<file path="src/rtl/mac_dot_seq.sv">
// Operand sequencer for the 4-lane int8 MAC: streams word pairs into the MAC,
// feeds the running partial sum back as p and returns the final sum over valid/ready.
module mac_dot_seq #(
    parameter int MAX_LEN = 16,
    parameter int LEN_W   = $clog2(MAX_LEN + 1)
) (
    input  logic             clk,
    input  logic             rst_n,
    input  logic             start,
    input  logic [7:0]       bias,
    input  logic             in_valid,
    output logic             in_ready,
    input  logic [31:0]      in_a,
    input  logic [31:0]      in_b,
    input  logic             in_last,
    output logic [31:0]      mac_a,
    output logic [31:0]      mac_b,
    output logic [7:0]       mac_p,
    input  logic [7:0]       mac_c,
    output logic             out_valid,
    input  logic             out_ready,
    output logic [7:0]       out_data,
    output logic [LEN_W-1:0] out_len,
    output logic             busy,
    output logic             err
);

    typedef enum logic [1:0] {
        IDLE,
        ACC,
        DONE
    } state_t;

    localparam logic [LEN_W-1:0] CNT_MAX = LEN_W'(MAX_LEN - 1);

    state_t           state;
    state_t           state_nxt;
    logic [7:0]       acc;
    logic [LEN_W-1:0] cnt;
    logic             load;
    logic             accept;
    logic             ovf;

    always_ff @(posedge clk) begin
        if (!rst_n) state <= IDLE;
        else        state <= state_nxt;
    end

    always_comb begin
        state_nxt = state;
        in_ready  = 1'b0;
        out_valid = 1'b0;
        load      = 1'b0;
        accept    = 1'b0;
        ovf       = 1'b0;
        unique case (state)
            IDLE: begin
                if (start) begin
                    load      = 1'b1;
                    state_nxt = ACC;
                end
            end
            ACC: begin
                in_ready = 1'b1;
                if (in_valid) begin
                    accept = 1'b1;
                    if (in_last) begin
                        state_nxt = DONE;
                    end else if (cnt == CNT_MAX) begin
                        ovf       = 1'b1;
                        state_nxt = DONE;
                    end
                end
            end
            DONE: begin
                out_valid = 1'b1;
                if (out_ready) begin
                    if (start) begin
                        load      = 1'b1;
                        state_nxt = ACC;
                    end else begin
                        state_nxt = IDLE;
                    end
                end
            end
            default: state_nxt = IDLE;
        endcase
    end

    // err is sticky across DONE/IDLE and only clears on an accepted start
    always_ff @(posedge clk) begin
        if (!rst_n) begin
            acc <= '0;
            cnt <= '0;
            err <= 1'b0;
        end else if (load) begin
            acc <= bias;
            cnt <= '0;
            err <= 1'b0;
        end else if (accept) begin
            acc <= mac_c;
            cnt <= cnt + LEN_W'(1);
            if (ovf) err <= 1'b1;
        end
    end

    assign mac_p    = acc;
    assign mac_a    = (state == ACC) ? in_a : 32'h0;
    assign mac_b    = (state == ACC) ? in_b : 32'h0;
    assign out_data = acc;
    assign out_len  = cnt;
    assign busy     = (state != IDLE);

endmodule
</file>
<file path="config.mk">
export PLATFORM = sky130hd
export DESIGN_NAME = mac_dot_seq
export DESIGN_NICKNAME = d
export VERILOG_FILES = /design/src/rtl/mac_dot_seq.sv
export SDC_FILE = /design/constraint.sdc
export NUM_CORES = 1
export LEC_CHECK = 0
export CAP_MARGIN = 0
export CORE_AREA = 2 2 79 81
export CTS_BUF_LIST = sky130_fd_sc_hd__clkbuf_16
export DETAILED_ROUTE_END_ITERATION = 8
export DIE_AREA = 0 0 81 83
export PLACE_DENSITY_LB_ADDON = 0.1
export SYNTH_ARGS = -nofsm -noshare
export SYNTH_HDL_FRONTEND = slang
export SYNTH_SLANG_ARGS = --single-unit
</file>
<file path="constraint.sdc">
create_clock -name clk -period 1.4 [get_ports clk]
set_clock_uncertainty 0.1 [all_clocks]
set_input_delay 0.14 -clock clk [delete_from_list [all_inputs] [get_ports clk]]
set_output_delay 0.14 -clock clk [all_outputs]
set_load 0.03 [all_outputs]
</file>
==> load_flow_metrics.sql, run 1 <==
INSERT INTO impl_metrics (metric_group, metric, value, unit) VALUES
('run_status', 'status', 'finished, violations left', ''),
('run_status', 'violations', 'setup timing', ''),
('logic_synthesis', 'post_syn_instances', '171', ''),
('timing', 'fin_hold_ws', '0.3859', 'ns'),
('floorplan', 'std_cell_rows', '28', ''),
('floorplan', 'initial_core_utilization', '0.2274', ''),
('route', 'initialDrtViolationCount', '27', ''),
('timing', 'rsz_0062_raised_after_global_routing', 'yes', ''),
('power', 'static_leakage', '1.674', 'nW'),
('layout', 'inserted_diodes', '0', ''),
('route', 'drt.antenna.violating_nets', '0', ''),
('floorplan', 'die_area', '6723', 'µm²'),
('logic_synthesis', 'postSynthNetCount', '259', ''),
('place', 'buffer_ports.inserted', '174', ''),
('route', 'drt_pre_antenna_iters', '4', ''),
('logic_synthesis', 'ys_seq_area_frac', '0.2422', ''),
('logic_synthesis', 'postSynthRegisterBits', '16', ''),
('layout', 'drive_above_1_share', '0.5424', ''),
('layout', 'layout.nets', '443', ''),
('power', 'total_power', '2.466', 'mW'),
('timing', 'max_slew_margin', '0.8005', ''),
('flow_run', 'timing.max_cap.violations', '0', ''),
('critical_path', 'regToRegStartpoint', 'state[1]', ''),
('grt', 'largest_net_degree_at_the_start_of_global_routing', '34', ''),
('logic_synthesis', 'yosys.cell_types.count', '30', ''),
('logic_synthesis', 'synth_area', '1323', 'µm²'),
('critical_path', 'cp.arrival', '1.31', 'ns'),
('layout', 'num-fill-cells', '492', ''),
('cts', 'clk_root_buffer_cell', 'clkbuf_16', ''),
('timing', 'worst_pin_slew', '0.2968', 'ns'),
('route', 'drt_drc_violations_left', '0', ''),
('cts', 'number_of_cts_inserted_buffers', '3', ''),
('route', 'vias_per_cell', '4.333', ''),
('layout', 'final_design_area_no_fill', '3801', 'µm²'),
('timing', 'clock.fmax', '0.6456', 'GHz'),
('timing', 'postLayoutSetupSlackWorst', '-0.1489', 'ns'),
('hold_path', 'hold_path_origin', 'mac_c[1]', ''),
('cts', 'numClockSinks', '16', ''),
('logic_synthesis', 'yosys.area.top_type', 'and2_1', ''),
('timing', 'setup_violations', '77', ''),
('cts', 'clk_pin_slew', '0.05', 'ns'),
('layout', 'mostFrequentLayoutCells', 'clkdlybuf4s50_1 (85), buf_6 (72), and2_4 (31)', ''),
('critical_path', 'max_stage_delay', '0.35', 'ns'),
('layout', 'syn_to_final_growth', '187.4', '%'),
('floorplan', 'die_height', '83', 'µm'),
('critical_path', 'cp-startpoint', 'state[1]', ''),
('critical_path', 'worst-path-max-fanout', '17', ''),
('place', 'place_inst', '409', ''),
('grt', 'grt_pass1_wl', '9.680', 'mm'),
('logic_synthesis', 'yosysWarnings', '0', ''),
('logic_synthesis', 'area_share_of_the_largest_cell_type_after_synthesis', '0.3027', ''),
('critical_path', 'end_kind', 'output pin', ''),
('grt', 'all_layer_gr_usage', '0.1862', ''),
('timing', 'timing.final.crit_share', '1.106', ''),
('timing', 'final.min_clock_period', '1.549', 'ns'),
('power', 'vdd_ir_drop_max', '0.0006535', 'V'),
('grt', 'vias_in_the_first_global_route', '1790', ''),
('layout', 'multiInputGateArea', '1100', 'µm²'),
('grt', 'grt_remaining_overflow', '0', ''),
('cts', 'clk_lat_worst_skew', '0.25', 'ns'),
('layout', 'layout.cells.non_filler', '429', ''),
('cts', 'clockBufferDepth', '2', ''),
('place', 'dp.final_hpwl', '4.790', 'mm'),
('critical_path', 'critical-path-top-cell-by-count', 'buf_6', ''),
('timing', 'tns', '-8.526', 'ns'),
('floorplan', 'core_area', '5816', 'µm²'),
('power', 'powerDensity', '648.7', 'nW/µm²'),
('floorplan', 'io_pins', '175', ''),
('layout', 'most_common_cell_after_layout_fill_and_taps_aside', 'clkdlybuf4s50_1', ''),
('logic_synthesis', 'synthesis.area_per_instance', '7.734', 'µm²'),
('logic_synthesis', 'synth_top_cells_by_area', 'and2_1 (30%), dfxtp_1 (24%), a31oi_2 (7.6%), nand2_1 (5.4%), buf_4 (5.1%)', '');
## synthesized netlist by cell type, drive strengths merged
master,n
and2,64
buf,19
nand2,19
dfxtp,16
a31oi,9
o31ai,8
o21ai,5
a21oi,3
clkbuf,3
inv,3
nor2,3
nor2b,3
a21boi,2
ha,2
nand2b,2
or2,2
or3,2
a211oi,1
and3,1
and3b,1
nand3,1
nand3b,1
xnor2,1
## flip-flops by register name, indices dropped and copies added (netlist names)
| signal | cells |
|---|---|
| out_len | 5 |
| err | 1 |
| mac_p | 8 |
| state | 2 |
## power by group
group	total [mW]	leakage (nW)	switching, mW	internal, mW
logic	1.39	1.50	0.640	0.750
registers	0.507	0.134	0.0240	0.483
clock network	0.569	0.0423	0.190	0.379
total	2.47	1.67	0.854	1.61
## critical path: cells and delay by family, from the launching register on
| kind | cells | cell delay, ns |
|---|---|---|
| buffers and inverters | 3 | 0.41 |
| DFF | 1 | 0.35 |
| and+or+nand+nor | 2 | 0.30 |
## cell type report
cell class / count / area share
Tap cell: 75 / 0.02469
Sequential cell: 16 / 0.08690
Timing Repair Buffer: 201 / 0.5754
Multi-Input combinational cell: 130 / 0.2893
Inverter: 3 / 0.002962
Clock inverter: 1 / 0.0009875
Clock buffer: 3 / 0.01975
## layer usage
layer  track usage  up-vias  share of wire
li1              -      917              -
met1        0.1798      851           0.34
met2        0.3629       81           0.54
met3       0.05870       10          0.099
met4       0.05393        0          0.016
met5             0        -              0
## cells by family after synthesis
group | Yosys count | share of synthesized area
simple gates | 99 | 0.4343
xor+xnor | 1 | 0.006624
buf+inv | 25 | 0.1154
flops | 16 | 0.2422
fa+ha+maj | 2 | 0.01892
compound gates | 28 | 0.1826
## what timing repair did
item | CTS | global route
setup endpoints to repair | 96 | 82
buffers inserted | 5 | 3
resized for setup | 119 | 55
pin swaps | 15 | 29
cloned | 4 | 5
## worst paths after layout
path	to	slack, ns	cells past startpoint
min	mac_p[1]	0.39	3
min reg2reg	mac_p[4]	0.40	2
max	mac_b[2]	-0.15	5
max reg2reg	out_len[2]	-0.12	5
Note: power is estimated with default switching activity, not from simulation.
==> run 2: changes to the inputs <==
Settings changed: PLACE_DENSITY set to 0.77, PLACE_DENSITY_LB_ADDON 0.1 to not set.
==> run 2 against run 1 <==
  * The run still ends with setup timing left
  * First-iteration DRC count decreased by 19%
  * Register-to-register slack better by 0.03 ns
  * Sequential power hardly changed
  * Clock power about the same
  * Largest cell class unchanged
  * Largest power group unchanged
  * Highest routed layer unchanged
==> load_flow_metrics.sql, run 2 (synthesized netlist as in run 1, its figures left out) <==
INSERT INTO impl_metrics (metric_group, metric, value, unit) VALUES
('critical_path', 'worst-path-max-fanout', '11', ''),
('route', 'drt.antenna.violating_nets', '0', ''),
('route', 'route.detailed.wl_per_inst', '16.19', 'µm'),
('power', 'p_int', '1.578', 'mW'),
('grt', 'largest_net_degree_at_the_start_of_global_routing', '46', ''),
('timing', 'final.min_clock_period', '1.580', 'ns'),
('layout', 'inserted_diodes', '0', ''),
('power', 'static_leakage', '1.637', 'nW'),
('place', 'detailedPlace.worstSlack', '-0.08156', 'ns'),
('layout', 'syn_to_final_growth', '179.9', '%'),
('cts', 'clk_root_buffer_cell', 'clkbuf_16', ''),
('hold_path', 'min_path_type', 'in2reg', ''),
('timing', 'timing.final.max_slew_violations', '0', ''),
('power', 'vdd_ir_drop_max', '0.0005429', 'V'),
('cts', 'clockBufferDepth', '2', ''),
('timing', 'rsz_0062_raised_after_global_routing', 'yes', ''),
('floorplan', 'die_height', '83', 'µm'),
('floorplan', 'std_cell_rows', '28', ''),
('critical_path', 'startpoint_type', 'register', ''),
('route', 'wl_met1', '2.340', 'mm'),
('layout', 'layout.nets', '443', ''),
('power', 'switching_power_share_of_the_total', '0.3504', ''),
('floorplan', 'floorplan.die.width', '81', 'µm'),
('grt', 'antenna_found_initial', '0', ''),
('power', 'powerDensity', '656.3', 'nW/µm²'),
('power', 'sequentialPowerShare', '0.210', ''),
('cts', 'clk_lat_worst_skew', '0.25', 'ns'),
('route', 'met2WireLength', '3.992', 'mm'),
('cts', 'clk_pin_slew', '0.05', 'ns'),
('grt', 'grt_pass1_wl', '9.466', 'mm'),
('floorplan', 'initial_core_utilization', '0.2274', ''),
('floorplan', 'die_area', '6723', 'µm²'),
('timing', 'finalHoldViolCount', '0', ''),
('place', 'globalplace.congestion', '0.8196', ''),
('route', 'drt_pre_antenna_iters', '4', ''),
('route', 'detailed_routed_wire_length_on_met3', '524', 'µm'),
('layout', 'drive_above_1_share', '0.5537', ''),
('timing', 'clock.fmax', '0.6331', 'GHz'),
('cts', 'cts_tree', 'done', ''),
('power', 'comb_pwr_share', '0.558', ''),
('layout', 'most_common_cell_after_layout_fill_and_taps_aside', 'clkdlybuf4s50_1', ''),
('cts', 'cts.htree.levels', '1', ''),
('layout', 'fin_util', '0.6366', ''),
('place', 'dp.final_hpwl', '4.939', 'mm'),
('critical_path', 'end_kind', 'output pin', ''),
('power', 'total_power', '2.430', 'mW'),
('grt', 'all_layer_gr_usage', '0.1822', ''),
('timing', 'setup_violations', '78', ''),
('timing', 'worst_pin_slew', '0.4401', 'ns'),
('route', 'wl', '6.947', 'mm'),
('critical_path', 'cp.arrival', '1.34', 'ns'),
('route', 'drt_drc_violations_left', '0', ''),
('timing', 'max_slew_margin', '0.7041', ''),
('place', 'buffer_ports.inserted', '174', ''),
('timing', 'postLayoutSetupSlackWorst', '-0.1796', 'ns'),
('floorplan', 'io_pins', '175', ''),
('critical_path', 'path_class', 'reg2out', ''),
('critical_path', 'data_required_time_at_the_worst_endpoint', '1.16', 'ns'),
('power', 'netSwitchingPower', '0.8514', 'mW'),
('grt', 'vias_in_the_first_global_route', '1772', ''),
('cts', 'number_of_cts_inserted_buffers', '3', ''),
('power', 'power.share.clock', '0.233', ''),
('timing', 'fin_hold_ws', '0.3830', 'ns'),
('route', 'initialDrtViolationCount', '22', ''),
('route', 'vias', '1871', ''),
('cts', 'numClockSinks', '16', ''),
('layout', 'mostFrequentLayoutCells', 'clkdlybuf4s50_1 (85), buf_6 (74), and2_2 (37)', ''),
('timing', 'timing.final.crit_share', '1.128', ''),
('route', 'vias_per_cell', '4.361', ''),
('cts', 'cts-hold-fix-buffers', '0', ''),
('run_status', 'status', 'finished, violations left', ''),
('layout', 'largest_register_ffs', '8', ''),
('flow_run', 'timing.max_cap.violations', '0', ''),
('route', 'routed.top_layer', 'met4', ''),
('grt', 'grt_remaining_overflow', '0', ''),
('run_status', 'violations', 'setup timing', ''),
('floorplan', 'core_area', '5816', 'µm²');
## run 2: stage by stage
step / TNS (ns) / std cells / instance area [µm²]
after floorplan: 0 / 171 / 1381
after global placement: -0.4778 / 415 / 3062
after detailed placement: -0.7623 / 415 / 3062
after CTS: -8.794 / 423 / 3471
after global routing: -11.89 / 429 / 3702
final: -8.572 / 429 / 3702
## run 2: cell type report
| class | count | area [µm²] |
|---|---|---|
| fill | 485 | 2113 |
| multi-input combinational | 130 | 1079 |
| clock inverter | 1 | 3.754 |
| sequential | 16 | 330.3 |
| inverter | 3 | 11.26 |
| clock buffer | 3 | 75.07 |
| tap | 75 | 93.84 |
| timing repair buffer | 201 | 2110 |
## run 2: repair_timing
action                     CTS  global route
resized for setup          108            50
cloned                       1             3
buffers inserted             4             4
hold endpoints to repair     0             0
pin swaps                    1            25
setup endpoints to repair   88            79
## run 2: worst paths after layout
check,start,end,slack (ns),cells past startpoint
min,mac_c[2],mac_p[2],0.38,3
min reg2reg,out_len[3],out_len[3],0.39,2
max reg2reg,state[0],out_len[2],-0.09,6
max,state[0],mac_a[13],-0.18,5
## run 2: layer usage
metal | GRT usage | vias up
met5 | 0 | -
met4 | 0.04468 | 0
met3 | 0.03804 | 6
met2 | 0.3644 | 77
met1 | 0.1830 | 875
li1 | - | 913
## run 2: power by group through the flow
stage / logic (mW) / registers (mW) / clock network, mW
6_report: 1.35 / 0.509 / 0.566
5_1_grt: 1.42 / 0.512 / 0.600
4_1_cts: 1.25 / 0.503 / 0.577
3_5_place_dp: 1.13 / 0.516 / 0
3_3_place_gp: 1.12 / 0.515 / 0
2_1_floorplan: 0.546 / 0.561 / 0
## run 2: critical path: stages, from the launching register on
cell	delay, ns
dfxtp_2	0.33
nor2b_4	0.20
buf_12	0.14
buf_6	0.14
and2_2	0.16
buf_6	0.12
